===== src/rtl/systolic_pkg.sv =====
// Shared types and helpers for the systolic result path: drain FSM states and
// the matrix index width.
package systolic_pkg;

    typedef enum logic [1:0] {
        IDLE   = 2'd0,
        STREAM = 2'd1,
        DONE   = 2'd2
    } drain_state_t;

    // Bits needed to hold a row or column index of a SIZE x SIZE matrix.
    function automatic int idx_w(input int size);
        return (size > 1) ? $clog2(size) : 1;
    endfunction

endpackage


===== src/rtl/result_drain_if.sv =====
// Capture/stream bundle between the multiplier array, the result drain and the
// downstream consumer. master = host side, slave = result_drain.
interface result_drain_if #(
    parameter int WIDTH = 16,
    parameter int SIZE  = 4
) ();
    localparam int IW = systolic_pkg::idx_w(SIZE);

    logic                                  start;
    logic [SIZE-1:0][SIZE-1:0][WIDTH-1:0]  result_in;
    logic                                  busy;
    logic                                  out_valid;
    logic                                  out_ready;
    logic [WIDTH-1:0]                      out_data;
    logic [IW-1:0]                         out_row;
    logic [IW-1:0]                         out_col;
    logic                                  out_last;
    logic                                  done;

    modport master (
        output start, result_in, out_ready,
        input  busy, out_valid, out_data, out_row, out_col, out_last, done
    );

    modport slave (
        input  start, result_in, out_ready,
        output busy, out_valid, out_data, out_row, out_col, out_last, done
    );

endinterface


===== src/rtl/drain_index_counter.sv =====
// 2-D row/col index counter for the result drain. Row-major by default;
// RESULT_DRAIN_TRANSPOSE_EN switches to column-major walk order.
module drain_index_counter
    import systolic_pkg::*;
#(
    parameter int SIZE = 4,
    localparam int IW  = idx_w(SIZE)
) (
    input  logic          clock,
    input  logic          reset,
    input  logic          clear,
    input  logic          enable,
    output logic [IW-1:0] row,
    output logic [IW-1:0] col,
    output logic          wrap,
    output logic          last
);
    localparam logic [IW-1:0] MAX = IW'(SIZE - 1);

    assign last = (row == MAX) && (col == MAX);
    // Whole-matrix wrap: the final element is being consumed this cycle.
    assign wrap = enable && last;

    always_ff @(posedge clock or posedge reset) begin
        if (reset) begin
            row <= '0;
            col <= '0;
        end else if (clear) begin
            row <= '0;
            col <= '0;
        end else if (enable) begin
`ifdef RESULT_DRAIN_TRANSPOSE_EN
            if (row == MAX) begin
                row <= '0;
                col <= (col == MAX) ? '0 : col + 1'b1;
            end else begin
                row <= row + 1'b1;
            end
`else
            if (col == MAX) begin
                col <= '0;
                row <= (row == MAX) ? '0 : row + 1'b1;
            end else begin
                col <= col + 1'b1;
            end
`endif
        end
    end

endmodule


===== src/rtl/result_drain.sv =====
// Captures a SIZE x SIZE product matrix on start and streams it out one element
// per accepted handshake. Walk order set by RESULT_DRAIN_TRANSPOSE_EN.
module result_drain
    import systolic_pkg::*;
#(
    parameter int WIDTH = 16,
    parameter int SIZE  = 4
) (
    input logic           clock,
    input logic           reset,
    result_drain_if.slave bus
);
    localparam int IW = idx_w(SIZE);

    drain_state_t                          state;
    logic [SIZE-1:0][SIZE-1:0][WIDTH-1:0]  buffer;
    logic [IW-1:0]                         row;
    logic [IW-1:0]                         col;
    logic                                  capture;
    logic                                  accept;
    logic                                  wrap;
    logic                                  at_last;

    assign capture = (state == IDLE) && bus.start;
    assign accept  = bus.out_valid && bus.out_ready;

    drain_index_counter #(
        .SIZE (SIZE)
    ) u_index (
        .clock  (clock),
        .reset  (reset),
        .clear  (capture),
        .enable (accept),
        .row    (row),
        .col    (col),
        .wrap   (wrap),
        .last   (at_last)
    );

    // Buffer is loaded only from IDLE, so a drain in flight is never disturbed.
    always_ff @(posedge clock) begin
        if (capture) begin
            buffer <= bus.result_in;
        end
    end

    always_ff @(posedge clock or posedge reset) begin
        if (reset) begin
            state         <= IDLE;
            bus.busy      <= 1'b0;
            bus.out_valid <= 1'b0;
            bus.done      <= 1'b0;
        end else begin
            unique case (state)
                IDLE: begin
                    bus.done <= 1'b0;
                    if (bus.start) begin
                        state         <= STREAM;
                        bus.busy      <= 1'b1;
                        bus.out_valid <= 1'b1;
                    end
                end
                STREAM: begin
                    if (wrap) begin
                        state         <= DONE;
                        bus.out_valid <= 1'b0;
                        bus.done      <= 1'b1;
                    end
                end
                DONE: begin
                    state    <= IDLE;
                    bus.busy <= 1'b0;
                    bus.done <= 1'b0;
                end
                default: begin
                    state         <= IDLE;
                    bus.busy      <= 1'b0;
                    bus.out_valid <= 1'b0;
                    bus.done      <= 1'b0;
                end
            endcase
        end
    end

    // Data is gated so it reads zero whenever nothing is being presented.
    assign bus.out_data = bus.out_valid ? buffer[row][col] : '0;
    assign bus.out_row  = row;
    assign bus.out_col  = col;
    assign bus.out_last = bus.out_valid && at_last;

endmodule

===== src/flat_wrapper.sv =====
// flat-port wrapper written by rule: the top's interface ports become plain ports
module result_drain_flat import systolic_pkg::*;
#(
    parameter int WIDTH = 16,
    parameter int SIZE  = 4
)
  (clock, reset, bus_start, bus_result_in, bus_out_ready, bus_busy, bus_out_valid, bus_out_data, bus_out_row, bus_out_col, bus_out_last, bus_done);
  result_drain_if #(.WIDTH(WIDTH), .SIZE(SIZE)) bus_i ();
  input logic clock;
  input logic reset;
  input wire logic [$bits(bus_i.start)-1:0] bus_start;
  input wire logic [$bits(bus_i.result_in)-1:0] bus_result_in;
  input wire logic [$bits(bus_i.out_ready)-1:0] bus_out_ready;
  output wire logic [$bits(bus_i.busy)-1:0] bus_busy;
  output wire logic [$bits(bus_i.out_valid)-1:0] bus_out_valid;
  output wire logic [$bits(bus_i.out_data)-1:0] bus_out_data;
  output wire logic [$bits(bus_i.out_row)-1:0] bus_out_row;
  output wire logic [$bits(bus_i.out_col)-1:0] bus_out_col;
  output wire logic [$bits(bus_i.out_last)-1:0] bus_out_last;
  output wire logic [$bits(bus_i.done)-1:0] bus_done;
  assign bus_i.start = bus_start;
  assign bus_i.result_in = bus_result_in;
  assign bus_i.out_ready = bus_out_ready;
  assign bus_busy = bus_i.busy;
  assign bus_out_valid = bus_i.out_valid;
  assign bus_out_data = bus_i.out_data;
  assign bus_out_row = bus_i.out_row;
  assign bus_out_col = bus_i.out_col;
  assign bus_out_last = bus_i.out_last;
  assign bus_done = bus_i.done;
  result_drain #(.WIDTH(WIDTH), .SIZE(SIZE)) u_core (.clock(clock), .reset(reset), .bus(bus_i));
endmodule

===== config.mk =====
export PLATFORM = sky130hd
export DESIGN_NAME = result_drain_flat
export DESIGN_NICKNAME = d
export VERILOG_FILES = /design/src/rtl/systolic_pkg.sv /design/src/rtl/result_drain_if.sv /design/src/rtl/drain_index_counter.sv /design/src/rtl/result_drain.sv /design/src/flat_wrapper.sv
export SDC_FILE = /design/constraint.sdc
export NUM_CORES = 1
export LEC_CHECK = 0
export CORE_MARGIN = 2
export CORE_UTILIZATION = 30
export CTS_CLUSTER_SIZE = 25
export DETAILED_ROUTE_END_ITERATION = 16
export PLACE_DENSITY = 0.6
export SLEW_MARGIN = 20
export SYNTH_ARGS = -nofsm -noshare
export SYNTH_HDL_FRONTEND = slang
export SYNTH_SLANG_ARGS = --single-unit

===== constraint.sdc =====
create_clock -name clock -period 21 [get_ports clock]
set_input_delay 4.2 -clock clock [delete_from_list [all_inputs] [get_ports clock]]
set_output_delay 4.2 -clock clock [all_outputs]
set_load 0.02 [all_outputs]

After elaboration in Yosys (flattened, before gate mapping)
Index checks and enable logic that the tools add are counted.
- bits in registers: 265
- bits of input ports: 260
- word-level logic and storage cells: 67
- bitwise logic cells: 2
- muxes and demuxes: 21
- reduce and logical (&&, ||, !) cells: 12
- equal/unequal tests: 6
- add/subtract/negate cells: 2
- $lt $le $gt $ge: 2
- operator list (kind ; count):
    $bmux 64 s2 ; 1
    $mux 64 ; 1
    $bmux 16 s2 ; 1
    $mux 16 ; 2
    $mux 2 ; 9
    $eq 2x2->1 const B ; 3
    $lt 2x3->1 const B ; 2
    $reduce_and 2->1 ; 3
    $logic_and 1x1->1 ; 5
    $add 2x1->2 const B ; 2
    $mux 1 ; 4
    $ne 2x2->1 const B ; 2
    $pmux 2 s2 ; 1
    $reduce_bool 2->1 ; 2
    $pmux 1 s3 ; 1
    $reduce_and 3->1 ; 1
    $eq 2x1->1 const B ; 1
    $logic_not 2->1 ; 1
    $not 1->1 ; 2
    $pmux 1 s2 ; 1

Logic depth before layout (Yosys ltp)
Gate-level depths: netlist (run 1).
- depth in word-level cells: 5
- mapped depth: 7

Modules after synthesis
From an unflattened synthesis (run 1), not the netlist that was laid out.
- cells, all modules: 511
- area, all modules: 10282.4 µm²
- by module, submodules not included (module ; seq. area each (µm²) ; area each (µm²) ; cells an instance ; times used):
    result_drain ; 7812.5 ; 10049.6 ; 490 ; 1
    drain_index_counter ; 100.1 ; 232.7 ; 21 ; 1

Least setup slack after synthesis (run 1)
No wires, ideal clock.
- path kind: input port to flip-flop
- start: input bus_start
- end: register u_core.state[0]
- stages on the path: 2
- data arrival time: 24.066 ns
- data required time: 20.816 ns
- setup time: 0.184 ns
- setup slack: -3.249 ns
- cell sequence: nor3b_1 o21bai_1
- cells in the longest elaborated chain, start to end: 2
- ends and longest elaborated chain (element ; RTL line ; source):
    start, declared ; flat_wrapper.sv:11 ; input wire logic [$bits(bus_i.start)-1:0] bus_start;
    $ne 2x2->1 (no source line) ; - ;
    $reduce_and 2->1 (no source line) ; - ;
    end signal, assigned ; result_drain.sv:49 ; state <= IDLE;
    end signal, assigned ; result_drain.sv:58 ; state <= STREAM;
    end signal, assigned ; result_drain.sv:65 ; state <= DONE;
    end, declared ; result_drain.sv:15 ; drain_state_t state;
Every way passes these cells.
A chain may end at the register's enable or synchronous reset.

Worst setup path in the final report (run 1)
- start: register u_core.u_index.row[0]
- end: output bus_out_data[15]
- cells in the longest elaborated chain, start to end: 5
- ends and longest elaborated chain (element ; RTL line ; source):
    start, declared ; drain_index_counter.sv:13 ; output logic [IW-1:0] row,
    start signal, assigned ; drain_index_counter.sv:42 ; row <= (row == MAX) ? '0 : row + 1'b1;
    $bmux 64 s2 ; result_drain.sv:86 ; assign bus.out_data = bus.out_valid ? buffer[row][col] : '0;
    $mux 64 (not written as such) ; result_drain.sv:86 ;
    $bmux 16 s2 ; result_drain.sv:86 ;
    $mux 16 (not written as such) ; result_drain.sv:86 ;
    $mux 16 ; result_drain.sv:86 ;
    end, declared ; flat_wrapper.sv:16 ; output wire logic [$bits(bus_i.out_data)-1:0] bus_out_data;
Every way passes these cells. The select of a mux whose other input is x is not followed.

==> run metrics, run 1 <==
final hold slack=0.494 ns; Crit Path Category=reg2out; root buffer cell=clkbuf_16; Ys Warns=0; CTS clk-pin slew, worst paths=0.06 ns; Core Region=approximately 34000 sq um; die area=35800 sq um; relative slew slack=approximately 37%; Max Slew Vio Count=0; skew final=~0.022 ns; Via density=4.57; R2R cell count=6; Final Hold Vio Count=0; chip width=189 um; largest net degree at the start of global routing=201; share of layout cells above drive strength 1=around 14%; Tmin final=7.90 ns; final worst-path cycle share=37.6%; initial antenna violation count=7; Critical Path AT=3.70 ns; H-tree Lvls=1; slowest CP cell=buf_4; Area Overhead vs Synth=42.0%; Setup crit start kind=register; sequential share of the synthesized area=76.9%; metal3 WL=1.32 mm; Post-Synthesis Cells=484; Hold Buf Count CTS=0; Max-Cap Viols=0; Routed Antenna Nets=0; nets=1044; Die Y=189 um; fillers=2997; dpl ws=13.59 ns; setup ws final=around 13 ns; gr usage total=14.6%; HP Class=reg2reg; worst slew pin tran=0.952 ns; syn avg cell area=21.3 sq um; post-CTS sizing=0; RSZ-0062 raised after global routing=no; Synth Net Count=around 750; met1 wire length=10.7 mm; vias=5758; ranking of synthesized cells by area=edfxtp_1 75%, mux4_2 6.8%, mux2i_1 3.7%, mux2_2 2.7%, mux4_1 2.6%; count leader, synth=edfxtp_1; row count=67; CTS max path bufs=3; worst skew pair latency=0.57 ns; Max Fclk=approximately 130 MHz; highest metal used=met4; maximum VDD drop=0.0718 mV; Cell variety after synth=33; Leak=4.79 nW; wire per inst=around 21 um; Buffers on Ports=283; Remaining Overflow, GRT=0; DR WL met2=13.4 mm; Top FF cell, synth=edfxtp_1; Netlist Area Pre-Place=10300 sq um; fin area=14600 sq um; Power per Cell Area=113 nW/um^2; # clock sinks=265; Initial Util=30.5%; Synth top area share=74.7%; Yosys top cell by area=edfxtp_1; Initial DRT Pass Iterations=4; dpl hpwl=around 18 mm; wire length of the first global-routing pass=38.6 mm; I/O pin count=284; vias in the first global route=a little over 6000; routability cong.=between 0.7 and 0.8; Num CTS Buffers=31; status=finished clean; CTS tree=built; final wirelength=26.7 mm; Largest stage delay, worst path=0.77 ns; setup tns final=0 ns; critical path endpoint category=primary output; count of final setup violators=0; ys async rst share=between 3 and 4%; Setup Fix Bufs, Post-CTS=0; CP Max Fanout=53; worst hold path depth=2; Synth Register Bits=265; Iter 0 DRT Violations=271; Post-route DRC=0; Required @ worst endpoint=around 17 ns; Placed Area=between 10000 and 15000 sq um; most instantiated cells after synthesis=256 x edfxtp_1, 38 x mux2i_1, 31 x mux4_2; EDFF count, synth=256; crit-path cells=buf_4, mux4_1, mux2i_1, o21ai_0, clkdlybuf4s50_1
-- per-layer routing --
| layer | vias to the layer above | global-route usage (%) |
|---|---|---|
| li1 | 2619 | - |
| met1 | 2874 | 18.2 |
| met5 | - | 0 |
| met3 | 67 | 2.63 |
| met4 | 0 | 7.10 |
| met2 | 198 | 24.8 |
-- layout make-up --
class | count | area, sq um | share of cell area (%)
Antenna cell | 8 | 20.0 | 0.137
Clock buffer | 39 | 806 | 5.51
Clock inverter | 17 | 199 | 1.36
Inverter | 2 | 7.51 | 0.0514
Multi-Input combinational cell | 193 | 2190 | 15.0
Sequential cell | 265 | 7920 | 54.2
Tap cell | 448 | 561 | 3.83
Timing Repair Buffer | 289 | 2910 | 19.9
-- critical path, delay by kind of cell, from the launching register on --
kind	cells	cell delay, ns
AO/OA/AOI/OAI	1	0.22
buffers and inverters	2	1.39
flip-flops	1	0.60
multiplexers	2	0.89
-- sequential cells by signal (all words and copies together) (netlist names) --
register	count
u_core.u_index.col	2
u_core.bus.busy	1
u_core.buffer	256
u_core.u_index.row	2
u_core.state	2
u_core.bus.out_valid	1
u_core.bus.done	1
-- cell families (layout without fill, tap and decap cells) --
| family | Yosys count | in the layout | synth area share [%] |
|---|---|---|---|
| compound gates | 53 | 53 | 3.40 |
| buf+inv | 26 | 347 | 1.94 |
| simple gates | 34 | 34 | 1.77 |
| other cells | 0 | 8 | 0 |
| flops | 265 | 265 | 76.9 |
| fa+ha+maj | 2 | 2 | 0.243 |
| mux | 104 | 104 | 15.8 |
-- through the flow --
stage | instances | power (mW) | utilization (%)
floorplan | 484 | 0.971 | -
global placement | 1196 | 1.14 | 40.3
detailed placement | 1196 | 1.14 | 40.3
CTS | 1252 | 1.68 | 43.2
global route | 1260 | 1.73 | 43.4
finish | 1261 | 1.66 | 43.4
-- final timing paths --
kind,from,end,slack [ns]
min in group asynchronous,reset,u_core.state[1],3.94
max in group asynchronous,reset,u_core.u_index.row[0],16.72
min,u_core.bus.done,u_core.bus.done,0.49
max reg2reg,u_core.u_index.row[0],u_core.bus.out_valid,18.44
max,u_core.u_index.row[0],bus_out_data[15],13.10
min reg2reg,u_core.bus.done,u_core.bus.done,0.49
-- cell usage in the layout (no fill, tap or decap), types with 2 or more instances in the layout --
| cell type | instances |
|---|---|
| mux2_2 | 25 |
| diode_2 | 8 |
| inv_1 | 2 |
| buf_4 | 4 |
| nor2b_1 | 11 |
| nand2b_1 | 3 |
| o32ai_1 | 9 |
| mux4_1 | 10 |
| mux4_2 | 31 |
| a21oi_1 | 11 |
| o211ai_1 | 7 |
| clkinv_1 | 5 |
| nor3_1 | 2 |
| bufinv_16 | 4 |
| ha_1 | 2 |
| clkdlybuf4s50_1 | 283 |
| mux2i_1 | 38 |
| nand2_1 | 4 |
| clkinv_2 | 5 |
| clkinvlp_4 | 2 |
| o22ai_1 | 9 |
| clkbuf_16 | 31 |
| dfrtp_4 | 2 |
| nand3_1 | 2 |
| edfxtp_1 | 256 |
| a22oi_1 | 7 |
| dfrtp_1 | 6 |
| clkbuf_1 | 8 |
| o21ai_0 | 8 |
| nor2_1 | 7 |
-- power by group --
group	internal, mW	switching, mW
clock	0.320	0.211
sequential	0.631	0.0346
combinational	0.226	0.233
(Power assumes the default switching activity.)
==> run 2: changes to the inputs <==
clock period = 6.7 ns   (was 21 ns; I/O delays follow)
==> run 2 against run 1 <==
  * Sequential cell count did not move
  * Count of clock-buffer cells in the layout fell by 9
  * Final cell count is 0.48% lower
  * Sequential share of layout area barely moved
  * Via count is 2.3% lower
  * First-iteration DRC count grew 8.9%
  * Critical path type unchanged
  * Highest routed layer is now met5
==> run metrics, run 2 (same netlist as run 1, synthesis figures left out) <==
status=finished clean; Most flops, register=u_core.buffer; worst slew pin tran=0.998 ns (+0.0460 ns); CP Max Fanout=42 (-21%); vias=5624 (-2.3%); dpl hpwl=18.1 mm (-1.2%); Clk pwr share=31.8% (-0.2 points); Register Area=7920 sq um (unchanged); CTS max path bufs=3 (unchanged); routability cong.=0.757 (-2.0%); Required @ worst endpoint=5.36 ns (-11.44 ns); Internal Pwr Total=3.68 mW (+210%); Die Y=189 um (unchanged); final worst-path cycle share=74.4%; sw frac=28.6% (-0.25 points); Initial Util=30.5% (unchanged); slowest CP cell=dfrtp_4; commonest cells after routing, fill and taps aside=283 x clkdlybuf4s50_1, 256 x edfxtp_1, 38 x mux2i_1, 31 x mux4_2, 29 x clkbuf_16; crit-path cells=buf_4, mux4_2, mux2i_1, o32ai_1, clkdlybuf4s50_1; setup ws final=1.72 ns (-11.38 ns); Post-route DRC=0 (unchanged); Setup Fix Bufs, Post-CTS=0 (unchanged); CTS tree=built; skew final=0.0111 ns (-0.0108 ns); nets=1042 (-0.19%); Leak=4.79 nW (about the same); Buffers on Ports=283 (unchanged); Max Fclk=201 MHz; I/O pin count=284 (unchanged); placed insts=1196 (unchanged); combinational fraction of design power=27.2% (-0.5 points); Core Region=33700 sq um (unchanged); fillers=2946 (-1.7%); # clock sinks=265 (unchanged); Largest stage delay, worst path=0.87 ns (+0.10 ns); setup tns final=0 ns (unchanged); Power per Cell Area=353 nW/um^2 (+210%); Area Overhead vs Synth=42.0% (about the same); Critical Path AT=3.64 ns (-0.06 ns); Initial DRT Pass Iterations=4 (unchanged); count of final setup violators=0 (unchanged); share of layout cells above drive strength 1=13.8% (+0.16 points); area of the multi-input gates=2190 sq um (unchanged); Post-Layout Cell Count=1255 (-0.48%); Max-Cap Viols=0 (unchanged); post-CTS sizing=0 (unchanged); RSZ-0062 raised after global routing=no; Iter 0 DRT Violations=295 (+8.9%); wire per inst=20.6 um (-2.4%); Routed Antenna Nets=0 (unchanged); wire length of the first global-routing pass=37.3 mm (-3.3%); dpl ws=2.15 ns (-11.44 ns); largest net degree at the start of global routing=94 (-53%); root buffer cell=clkbuf_16; die area=35800 sq um (unchanged); Hold Buf Count CTS=0 (unchanged); CTS clk-pin slew, worst paths=0.07 ns (about the same); commonest non-fill, non-tap cell in the layout=clkdlybuf4s50_1; H-tree Lvls=1 (unchanged); gr usage total=14.2% (-0.47 points); chip width=189 um (unchanged); Remaining Overflow, GRT=0 (unchanged); Final Hold Vio Count=0 (unchanged); critical path endpoint category=primary output; Num CTS Buffers=29 (-6.5%); Crit Path Category=reg2out; Via density=4.48 (-1.9%); initial antenna violation count=6 (-1); worst skew pair latency=0.55 ns (-0.02 ns); HP Class=reg2reg; maximum VDD drop=0.227 mV (+220%); row count=67 (unchanged); Max Slew Vio Count=0 (unchanged); Setup crit start kind=register; Seq pwr share=41.1% (+0.9 points); Largest register FFs=256 (unchanged); vias in the first global route=5946 (-3.7%); Sw Pwr=1.48 mW (+210%); relative slew slack=33.4% (-3.1 points); Tmin final=4.98 ns; final wirelength=25.9 mm (-2.9%)
## run 2: changes by cell type in the layout (fill, tap and decap cells not counted), sizes merged
cell	change
clkbuf	-9
bufinv	+1
clkinv	+6
diode	-4
## run 2: worst max-delay path: cells and delay by family, from the launching register on
kind / cells / cell delay (ns)
AO/OA/AOI/OAI: 1 / 0.18
buffers and inverters: 2 / 1.16
flip-flops: 1 / 0.87
multiplexers: 2 / 0.80
## run 2: layer usage
layer | GRT usage [%] | routed length (um) | vias to the layer above
met5 | 0 | 16 | -
li1 | - | - | 2616
met4 | 5.22 | 712 | 2
met1 | 18.0 | 10600 | 2790
met3 | 2.41 | 1230 | 38
met2 | 24.3 | 13300 | 178
## run 2: final timing paths
path                       cells after the start                    end  slack, ns                   from
min reg2reg                                    2        u_core.bus.busy       0.51        u_core.bus.busy
max reg2reg                                    2      u_core.buffer[87]       4.50        u_core.state[1]
max in group asynchronous                      2  u_core.u_index.row[0]       5.35                  reset
min                                            2        u_core.bus.busy       0.51        u_core.bus.busy
min in group asynchronous                      2  u_core.u_index.col[0]       1.06                  reset
max                                            5        bus_out_data[4]       1.72  u_core.u_index.row[0]
## run 2: through the flow
stage / total power, mW / hold WS (ns) / util [%] / cell area [sq um]
final: 5.16 / 0.507 / 43.4 / 14600
after global routing: 5.39 / 0.567 / 43.4 / 14600
after CTS: 5.23 / 0.513 / 43.3 / 14600
after detailed placement: 3.57 / 0.499 / 40.3 / 13600
after global placement: 3.56 / 0.480 / 40.3 / 13600
after floorplan: 3.02 / 0.503 / - / 10300
## run 2: cell type report
| class | instances | share of cell area [%] |
|---|---|---|
| multi-input combinational | 193 | 15.0 |
| antenna | 4 | 0.0685 |
| inverter | 2 | 0.0514 |
| sequential | 265 | 54.2 |
| clock inverter | 24 | 1.76 |
| clock buffer | 30 | 4.99 |
| tap | 448 | 3.84 |
| timing repair buffer | 289 | 20.1 |
## run 2: power by group through the flow
stage / clock (mW) / sequential [mW] / combinational (mW)
after global routing: 1.76 / 2.14 / 1.50
after detailed placement: 0 / 2.22 / 1.35
after global placement: 0 / 2.21 / 1.35
after CTS: 1.69 / 2.18 / 1.36
after floorplan: 0 / 2.10 / 0.926
final: 1.64 / 2.12 / 1.40
